--- config.mk ---
export PLATFORM = sky130hd
export DESIGN_NAME = score_display_driver
export DESIGN_NICKNAME = d
export VERILOG_FILES = /design/src/rtl/flappy_pkg.sv /design/src/rtl/seg7_decode.sv /design/src/rtl/score_display_driver.sv
export SDC_FILE = /design/constraint.sdc
export NUM_CORES = 1
export LEC_CHECK = 0
export BUFFER_PORTS_ARGS = -buffer_cell sky130_fd_sc_hd__buf_2
export CAP_MARGIN = 5
export CORE_UTILIZATION = 55
export DETAILED_ROUTE_END_ITERATION = 8
export GPL_TIMING_DRIVEN = 0
export PLACE_DENSITY = 0.76
export SLEW_MARGIN = 20
export SYNTH_ARGS = -nofsm -noshare
export SYNTH_HDL_FRONTEND = slang
export SYNTH_SLANG_ARGS = --single-unit
export TNS_END_PERCENT = 20
--- constraint.sdc ---
create_clock -name clk -period 3.6 [get_ports clk]
set_input_delay 0.72 -clock clk [delete_from_list [all_inputs] [get_ports clk]]
set_output_delay 0.72 -clock clk [all_outputs]
set_load 0.02 [all_outputs]
--- src/rtl/flappy_pkg.sv ---
// Shared definitions for the Flappy Bird score path: widths, segment
// patterns for the active-low HEX digits and the display FSM state type.
package flappy_pkg;

  localparam int SCORE_W = 10;
  localparam int DIGITS  = 4;
  localparam int BCD_W   = 4 * DIGITS;
  localparam int CNT_W   = $clog2(SCORE_W + 1);

  // Segment order is {g,f,e,d,c,b,a}; a 0 lights the segment.
  localparam logic [6:0] SEG_0     = 7'b1000000;
  localparam logic [6:0] SEG_1     = 7'b1111001;
  localparam logic [6:0] SEG_2     = 7'b0100100;
  localparam logic [6:0] SEG_3     = 7'b0110000;
  localparam logic [6:0] SEG_4     = 7'b0011001;
  localparam logic [6:0] SEG_5     = 7'b0010010;
  localparam logic [6:0] SEG_6     = 7'b0000010;
  localparam logic [6:0] SEG_7     = 7'b1111000;
  localparam logic [6:0] SEG_8     = 7'b0000000;
  localparam logic [6:0] SEG_9     = 7'b0010000;
  localparam logic [6:0] SEG_BLANK = 7'b1111111;

  typedef enum logic [1:0] {IDLE, LOAD, SHIFT, LATCH} disp_state_t;

  // Double-dabble correction: any BCD nibble of 5 or more gets +3 so the
  // following left shift carries correctly into the next decimal digit.
  function automatic logic [BCD_W-1:0] add3_nibbles(input logic [BCD_W-1:0] bcd);
    logic [BCD_W-1:0] r;
    r = bcd;
    for (int i = 0; i < DIGITS; i++) begin
      if (r[4*i +: 4] >= 4'd5) begin
        r[4*i +: 4] = r[4*i +: 4] + 4'd3;
      end
    end
    return r;
  endfunction

endpackage

--- src/rtl/seg7_decode.sv ---
// One BCD digit to active-low seven-segment pattern, with a blank override
// used for leading-zero suppression. Non-decimal nibbles show blank.
module seg7_decode
  import flappy_pkg::*;
(
  input  logic [3:0] digit,
  input  logic       blank,
  output logic [6:0] seg
);

  // Pure lookup; blank wins over the digit value.
  always_comb begin
    seg = SEG_BLANK;
    if (!blank) begin
      case (digit)
        4'd0:    seg = SEG_0;
        4'd1:    seg = SEG_1;
        4'd2:    seg = SEG_2;
        4'd3:    seg = SEG_3;
        4'd4:    seg = SEG_4;
        4'd5:    seg = SEG_5;
        4'd6:    seg = SEG_6;
        4'd7:    seg = SEG_7;
        4'd8:    seg = SEG_8;
        4'd9:    seg = SEG_9;
        default: seg = SEG_BLANK;
      endcase
    end
  end

endmodule

--- src/rtl/score_display_driver.sv ---
// Converts the live score (or the session high score) to decimal with a
// sequential double-dabble engine and drives four active-low HEX digits.
// The display only ever shows a completed conversion held in shown_bcd.
module score_display_driver
  import flappy_pkg::*;
(
  input  logic               clk,
  input  logic               reset,
  input  logic [SCORE_W-1:0] score,
  input  logic               show_high,
  output logic               busy,
  output logic [SCORE_W-1:0] high_score,
  output logic [6:0]         hex0,
  output logic [6:0]         hex1,
  output logic [6:0]         hex2,
  output logic [6:0]         hex3
);

  disp_state_t        state;
  disp_state_t        next_state;
  logic [SCORE_W-1:0] src;
  logic [SCORE_W-1:0] last_src;
  logic [SCORE_W-1:0] bin_sr;
  logic [BCD_W-1:0]   bcd_sr;
  logic [BCD_W-1:0]   bcd_adj;
  logic [BCD_W-1:0]   shown_bcd;
  logic [CNT_W-1:0]   cnt;
  logic [DIGITS-1:0]  blank;
  logic [6:0]         seg [DIGITS];

  assign src     = show_high ? high_score : score;
  assign busy    = (state != IDLE);
  assign bcd_adj = add3_nibbles(bcd_sr);

  // Running maximum of the live score; only reset clears it.
  always_ff @(posedge clk or negedge reset) begin
    if (!reset) begin
      high_score <= '0;
    end else if (score > high_score) begin
      high_score <= score;
    end
  end

  // Display FSM state register.
  always_ff @(posedge clk or negedge reset) begin
    if (!reset) begin
      state <= IDLE;
    end else begin
      state <= next_state;
    end
  end

  // Next-state: a conversion starts only from IDLE, so src changes while
  // busy are picked up by the last_src compare once the engine is free.
  always_comb begin
    next_state = state;
    case (state)
      IDLE:    if (src != last_src) next_state = LOAD;
      LOAD:    next_state = SHIFT;
      SHIFT:   if (cnt == CNT_W'(1)) next_state = LATCH;
      LATCH:   next_state = IDLE;
      default: next_state = IDLE;
    endcase
  end

  // Double-dabble datapath and the held result; shown_bcd changes only in
  // LATCH so a reset or a pending change never exposes a partial value.
  always_ff @(posedge clk or negedge reset) begin
    if (!reset) begin
      bin_sr    <= '0;
      bcd_sr    <= '0;
      cnt       <= '0;
      last_src  <= '0;
      shown_bcd <= '0;
    end else begin
      case (state)
        LOAD: begin
          bin_sr   <= src;
          bcd_sr   <= '0;
          cnt      <= CNT_W'(SCORE_W);
          last_src <= src;
        end
        SHIFT: begin
          {bcd_sr, bin_sr} <= {bcd_adj[BCD_W-2:0], bin_sr, 1'b0};
          cnt              <= cnt - CNT_W'(1);
        end
        LATCH: begin
          shown_bcd <= bcd_sr;
        end
        default: begin
        end
      endcase
    end
  end

  // Leading-zero blanking: a digit above the ones place is blank when it
  // and every digit above it are zero. The ones digit always shows.
  always_comb begin
    logic upper_zero;
    blank      = '0;
    upper_zero = 1'b1;
    for (int i = DIGITS - 1; i >= 1; i--) begin
      upper_zero = upper_zero && (shown_bcd[4*i +: 4] == 4'd0);
      blank[i]   = upper_zero;
    end
  end

  for (genvar g = 0; g < DIGITS; g++) begin : g_digit
    seg7_decode u_seg (
      .digit (shown_bcd[4*g +: 4]),
      .blank (blank[g]),
      .seg   (seg[g])
    );
  end

  assign hex0 = seg[0];
  assign hex1 = seg[1];
  assign hex2 = seg[2];
  assign hex3 = seg[3];

endmodule

==> results of run 1 <==
## per-layer routing
metal	vias to the layer above	global-route usage [%]	routed length, um
met5	-	0	0
met4	0	8.984	198
met3	18	4.023	254
met2	67	40.73	4477
met1	1793	29.90	4310
li1	1895	-	-
## through the flow
stage	cell area [um^2]	instances	hold slack, ps
floorplan	4484	513	424.4
global route	5102	682	298.9
CTS	5102	682	288.4
detailed placement	4885	666	496.0
global placement	4862	665	490.3
finish	5102	682	277.6
## kinds of logic after synthesis
family          after synthesis  synth area share [%]
compound gates              143                 18.81
flops                        68                 37.95
simple gates                139                 14.29
xor+xnor                     17                 3.320
fa+ha+maj                    44                 12.28
mux                          28                 7.003
buf+inv                      74                 6.361
## layout make-up
| class | count | area, um^2 | share of cell area, % |
|---|---|---|---|
| timing repair buffer | 51 | 272.8 | 5.346 |
| sequential | 68 | 1702 | 33.35 |
| clock inverter | 4 | 72.57 | 1.422 |
| clock buffer | 12 | 145.1 | 2.845 |
| buffer | 27 | 108.9 | 2.133 |
| tap | 102 | 127.6 | 2.501 |
| inverter | 47 | 176.4 | 3.458 |
| multi-input combinational | 371 | 2497 | 48.95 |
## where the power goes
part | total [mW] | internal, mW | leakage (nW) | switching (mW)
sequential | 1.18 | 0.994 | 0.868 | 0.183
combinational | 1.82 | 0.714 | 1.28 | 1.10
clock | 0.702 | 0.408 | 0.107 | 0.294
total | 3.70 | 2.12 | 2.26 | 1.58
## sequential cells by signal, summed over array words and instances, names as in the netlist
name	count
bcd_sr	16
bin_sr	10
cnt	4
high_score	10
last_src	10
shown_bcd	16
state	2
## placed cells by master, fill, tap and decap left out, types with 2 or more instances in the layout
master,instances
o21ai_1,44
mux2_2,17
clkbuf_1,24
inv_2,3
o211ai_1,19
nor2_1,37
nand3_1,5
mux2i_2,3
buf_2,49
and3_1,6
bufinv_16,2
o22ai_1,8
a211oi_1,3
nor3_1,17
xnor2_1,17
inv_1,43
a31oi_1,4
nand4_1,2
buf_1,4
a21o_1,3
o21ai_0,8
o31ai_1,3
clkbuf_8,10
ha_1,44
dfrtp_1,68
nand2_1,52
nor3b_1,2
nand2b_1,10
nor2b_1,4
nor4_2,2
o32ai_1,3
mux2i_1,7
a21oi_1,39
## worst register-to-register path, delay by kind of cell, from the launching register on
| family | cells | cell delay [ps] |
|---|---|---|
| AOI/OAI and AO/OA | 5 | 860 |
| adders and majority gates | 1 | 290 |
| buffers and inverters | 2 | 480 |
| DFF | 1 | 380 |
## synthesized netlist by cell type, types with 6 or more instances
library cell,instances
nand2_1,52
o211ai_1,19
inv_1,43
clkbuf_1,22
nor3_1,17
nor2_1,37
nand2b_1,10
mux2i_1,7
a21oi_1,39
dfrtp_1,68
and3_1,6
mux2_2,17
xnor2_1,17
o21ai_0,8
ha_1,44
o22ai_1,8
o21ai_1,44
## worst max-delay path by stage
stage	to	slack [ps]	cells after the start
6_report	hex1[2]	370	8
5_1_grt	hex1[4]	230	8
4_1_cts	hex1[2]	350	8
3_5_place_dp	hex1[2]	730	8
3_3_place_gp	hex1[2]	800	8
2_1_floorplan	hex1[6]	960	6
==> impl_results.md, run 1 <==
* Total detailed-routing wirelength at 9.241 mm
* Antenna viol nets, final at 0
* Worst reg2reg startpoint: high_score[3]
* Vias per inst at 5.532
* Cells on worst reg2reg path at 8
* Capturing element type of the critical path: output port
* DRC violation count after routing at 0
* Signed area change from the synthesized netlist to the final layout at 13.78%
* RSZ-0062 raised after global routing: false
* First-iteration detailed-routing DRC count at 160
* Final worst setup slack at 370.1 ps
* Grt ovf at 0
* Global routing usage summed across all routing layers at a little under a quarter
* Slew headroom at 58.18%
* Fraction of synthesized cell area taken by the top area cell type at a little under two fifths
* Cts hold-fix bufs at 0
* Buffers plus inverters on the worst setup path at 2
* Average wire length per cell after detail routing at 13.55 um
* R2R setup slack at 1440 ps
* Clock tree sinks at 68
* Seq/Total Area, Yosys at approximately 38%
* Cell Pwr Density at 724.4 mW/mm^2
* Initial antenna violation count at 0
* Fillers at about 670
* Leading cell types by total area after synthesis: dfrtp_1 38%, ha_1 12%, o21ai_1 4.9%
* Synthesis Warnings at 0
* Period minus WS final at 3230 ps
* Status: complete, no violations
* FF+latch count, synth at 68
* Number of synthesized flops with an enable pin at 0
* Worst vdd rail ir drop at 467.0 uV
* H-tree depth at 3
* # IOs at 52
* Effective utilization at floorplan at 57.44%
* Final worst path period share at between 80% and 90%
* Ordered cell list for the critical path: inv_1 > ha_1 > and4bb_1 > nor3b_1 > nand2_1 > o31a_1 > o21ai_1 > buf_2
* Setup TNS after final layout at 0 ps
* Cell type with the highest aggregate area in the netlist: dfrtp_1
* Post-cts gate resize count at 0
* Width of the die at 92.30 um
* Share of synthesized flip-flops with an asynchronous set or reset at 100.0%
* Total count of hold-check failures in the final report at 0
* Peak fanout along the critical path at 6
* Root Buffer Master: clkbuf_8
* CTS max path bufs at 2
* Net count of the mapped netlist at 570
* Primary FF master, synth: dfrtp_1
* Insertion delay to the later sink of the worst-skew pair at approximately 350 ps
* Kind of cell with the highest combined delay on the critical path: simple AND/OR/NAND/NOR gates
* Ratio of cells with drive above 1 in the final layout at 15.69%
* Startpoint type of the worst setup path: flip-flop
* Final setup viols at 0
* Final Net Count at approximately 630
* Post-placement setup slack at around 730 ps
* Data required time of the critical path at 2880 ps
* Sum of net half-perimeters after detailed placement at 6.798 mm
* Global-route wire length before repair at 16.08 mm
* Num CTS Buffers at 9
* CTS tree: done
* Synthesized area at between 0.004 and 0.005 mm^2
* Power consumption at 3.696 mW
* Vias post-DR at 3773
* Postcts setup bufs at 0
* Number of placement rows at 32
* Mean instance size in the synthesized netlist at 8.741 um^2
* Setup CP Type: reg -> out
* Max Clk Rate at 0.3096 GHz
* Count of port buffers added during placement at 50
* Clk pin slew, worst setup/hold paths at approximately 70 ps
* Detailed Routing Iterations Pass 1 at 4
* Maximum single-stage delay on the critical path at 430 ps
* Static Leakage at 2.256 nW
* Endpoint arrival time on the critical path at between 2000 and 3000 ps
* Worst clock skew at 9.261 ps
* Standard cell core area at 0.007807 mm^2
* Die H at 92.30 um
* Reg-to-reg critical path endpoint: high_score[7]
* Number of distinct library cells after synthesis at 44
* Largest net degree at the start of global routing at between 40 and 50
* Reported max-cap violation count at 0
* Critical-path cell with the highest stage delay: dfrtp_1
* N_diodes at 0
* Worst setup path startpoint: shown_bcd[13]
* Max-slew violations at 0
* Floorplan die area at ~0.0085 mm^2
* Pin slew with the least headroom to its limit at between 600 and 700 ps
* Synthesized instance count at about 500
* Worst hold path type: in -> async
* Vias in the first global route at 3599
* Routability Congestion at ~0.88
* Final core utilization at 65.35%
(Power assumes the default switching activity.)
==> run 2, diff against run 1 <==
- CORE_UTILIZATION: 55 -> 53
- clock period: 3.6 -> 2.8 ns (I/O delays scaled with it)
==> run 2 against run 1 <==
Effect of this change: the flow now finishes with violations (DRC); flip-flop and latch count unchanged; non-clock buffer count increased by 11; final area increased by 2.4%; sequential power increased by 28%; power increased by 27%; utilization decreased by 1.8 points; sequential share of layout area decreased by 0.77 points; die area increased by 3.7%; critical path depth unchanged; clock power increased by 20%; critical endpoint is now hex1[0]; largest cell class unchanged; largest power group unchanged; highest routed layer unchanged.
==> impl_results.md, run 2 (same netlist as run 1, synthesis figures left out) <==
* Startpoint type of the worst setup path: flip-flop (unchanged)
* Vias per inst at 5.519 (was 5.532)
* Slew headroom at 58.60% (was 58.18%)
* Cts hold-fix bufs at 0 (unchanged)
* Vias in the first global route at 3560 (was 3599)
* Root Buffer Master: clkbuf_8 (unchanged)
* Global routing usage summed across all routing layers at 23.03% (was 23.69%)
* Total detailed-routing wirelength at 9.755 mm (was 9.241 mm)
* DRC violation count after routing at 2 (was 0)
* Vias post-DR at 3841 (was 3773)
* Width of the die at 93.99 um (was 92.30 um)
* Endpoint arrival time on the critical path at 2210 ps (was 2510 ps)
* Final Net Count at 643 (was 632)
* # IOs at 52 (unchanged)
* Standard cell core area at 0.008217 mm^2 (was 0.007807 mm^2)
* Maximum single-stage delay on the critical path at 410 ps (was 430 ps)
* Static Leakage at 2.327 nW (was 2.256 nW)
* Grt ovf at 0 (unchanged)
* Initial antenna violation count at 0 (unchanged)
* Peak fanout along the critical path at 5 (was 6)
* First-iteration detailed-routing DRC count at 145 (was 160)
* Critical-path cell with the highest stage delay: dfrtp_1 (unchanged)
* CTS tree: done (unchanged)
* Detailed Routing Iterations Pass 1 at 8 (was 4)
* Data required time of the critical path at 2240 ps (was 2880 ps)
* Final worst setup slack at 28.28 ps (was 370.1 ps)
* CTS max path bufs at 2 (unchanged)
* Count of port buffers added during placement at 50 (unchanged)
* Period minus WS final at 2772 ps
* Pin slew with the least headroom to its limit at 616.3 ps (was 627.3 ps)
* Internal Pwr Total at 2.654 mW (was 2.117 mW)
* Insertion delay to the later sink of the worst-skew pair at 360 ps (was 350 ps)
* Proportion of power drawn by flip-flops and latches at 32.2% (was 31.9%)
* Combinational fraction of design power at 49.8% (was 49.1%)
* Floorplan die area at 0.008833 mm^2 (was 0.008518 mm^2)
* Total count of hold-check failures in the final report at 0 (unchanged)
* Antenna viol nets, final at 0 (unchanged)
* Setup CP Type: reg -> out (unchanged)
* H-tree depth at 3 (unchanged)
* Worst vdd rail ir drop at 547.7 uV (was 467.0 uV)
* Number of placement rows at 33 (was 32)
* Clock tree sinks at 68 (unchanged)
* Routability Congestion at 0.8310 (was 0.8815)
* Num CTS Buffers at 9 (unchanged)
* Capturing element type of the critical path: output port (unchanged)
* Max Clk Rate at 0.3608 GHz
* Switching component of the power at 2.035 mW (was 1.579 mW)
* Worst hold path type: in -> async (unchanged)
* N_diodes at 0 (unchanged)
* Sum of net half-perimeters after detailed placement at 6.860 mm (was 6.798 mm)
* Commonest cells after routing, fill and taps aside: 68 x dfrtp_1, 52 x nand2_1, 44 x o21ai_1, 44 x buf_2, 42 x ha_1 (was 68 x dfrtp_1, 52 x nand2_1, 49 x buf_2)
* Violated checks: DRC
* Max-slew violations at 0 (unchanged)
* Final worst path period share at 98.99%
* Final setup viols at 0 (unchanged)
* Largest net degree at the start of global routing at 58 (was 42)
* Worst clock skew at 8.562 ps (was 9.261 ps)
* Global-route wire length before repair at 15.93 mm (was 16.08 mm)
* Effective utilization at floorplan at 54.58% (was 57.44%)
* RSZ-0062 raised after global routing: true (was false)
* Signed area change from the synthesized netlist to the final layout at 16.49% (was 13.78%)
* Cell Pwr Density at 897.7 mW/mm^2 (was 724.4 mW/mm^2)
* Ordered cell list for the critical path: inv_2 > ha_2 > and4bb_1 > nor3b_4 > nand2_1 > o31a_1 > o21ai_1 > buf_4 (was inv_1 > ha_1 > and4bb_1 > nor3b_1 > nand2_1 > o31a_1 > o21ai_1 > buf_2)
* Final core utilization at 63.58% (was 65.35%)
* Ratio of cells with drive above 1 in the final layout at 18.78% (was 15.69%)
* Post-placement setup slack at 101.2 ps (was 730.9 ps)
* Reported max-cap violation count at 0 (unchanged)
* Clk network pwr share at 17.9% (was 19.0%)
* Clk pin slew, worst setup/hold paths at 80 ps (was 70 ps)
* Most common cell after layout, fill and taps aside: dfrtp_1 (unchanged)
* Sw Ratio at 43.39% (was 42.73%)
* Average wire length per cell after detail routing at 14.02 um (was 13.55 um)
* Status: complete, but fails checks (was complete, no violations)
* Die H at 93.99 um (was 92.30 um)
* Leading registers by flop count: bcd_sr x16, shown_bcd x16 (unchanged)
## run 2: cell count changes in the layout (fill, tap and decap cells not counted), sizes merged
cell / previous run / this run
clkinv: 2 / 3
buf: 56 / 68
clkbuf: 34 / 33
bufinv: 2 / 1
## run 2: metal layers
metal,global-route usage (%),routed length (um)
met1,29.27,4487
met3,4.126,345
met4,6.923,151
met2,39.84,4771
met5,0,0
## run 2: final timing paths
| path | startpoint | to | slack [ps] | cells after the start |
|---|---|---|---|---|
| setup / recovery | shown_bcd[8] | hex1[0] | 30 | 8 |
| hold / removal | reset | high_score[6] | 40 | 1 |
| setup reg to reg | high_score[3] | high_score[7] | 630 | 8 |
| hold reg to reg | bin_sr[8] | bin_sr[8] | 510 | 1 |
| max in group asynchronous | reset | bin_sr[9] | 2240 | 2 |
| min in group clk | score[2] | high_score[2] | 480 | 3 |
## run 2: cell type report
class | count | area (um^2)
tap | 105 | 131.4
buffer | 26 | 105.1
timing repair buffer | 63 | 382.9
fill | 686 | 2993
clock buffer | 12 | 155.1
inverter | 47 | 176.4
sequential | 68 | 1702
multi-input combinational | 371 | 2524
clock inverter | 4 | 47.55
## run 2: stage by stage
stage          cells  setup TNS [ps]  cell area (um^2)  total power, mW  hold WS (ps)
6_report         696               0              5224            4.689         44.01
5_1_grt          696          -322.0              5224            5.061         55.01
4_1_cts          688               0              5140            4.714         46.14
3_5_place_dp     669               0              4896            3.867         424.4
3_3_place_gp     668               0              4866            3.782         490.1
2_1_floorplan    513               0              4484            3.234         264.4
## run 2: critical path: cells and delay by family, from the launching register on
family / cells / cell delay (ps)
flops: 1 / 410
simple gates: 3 / 550
compound gates: 2 / 460
fa+ha+maj: 1 / 190
buf+inv: 2 / 240
## run 2: power by group through the flow
stage | clock, mW | sequential (mW) | combinational, mW
after floorplan | 0 | 1.57 | 1.67
after global placement | 0 | 1.51 | 2.27
after detailed placement | 0 | 1.53 | 2.34
after CTS | 0.849 | 1.51 | 2.35
after global routing | 0.899 | 1.55 | 2.61
final | 0.841 | 1.51 | 2.34
## run 2: what timing repair did
item / 4_1_cts / 5_1_grt
cloned: 0 / 0
pin swaps: 0 / 4
buffers inserted: 3 / 9
gates resized for setup: 7 / 7
endpoints found under the setup margin: 12 / 12
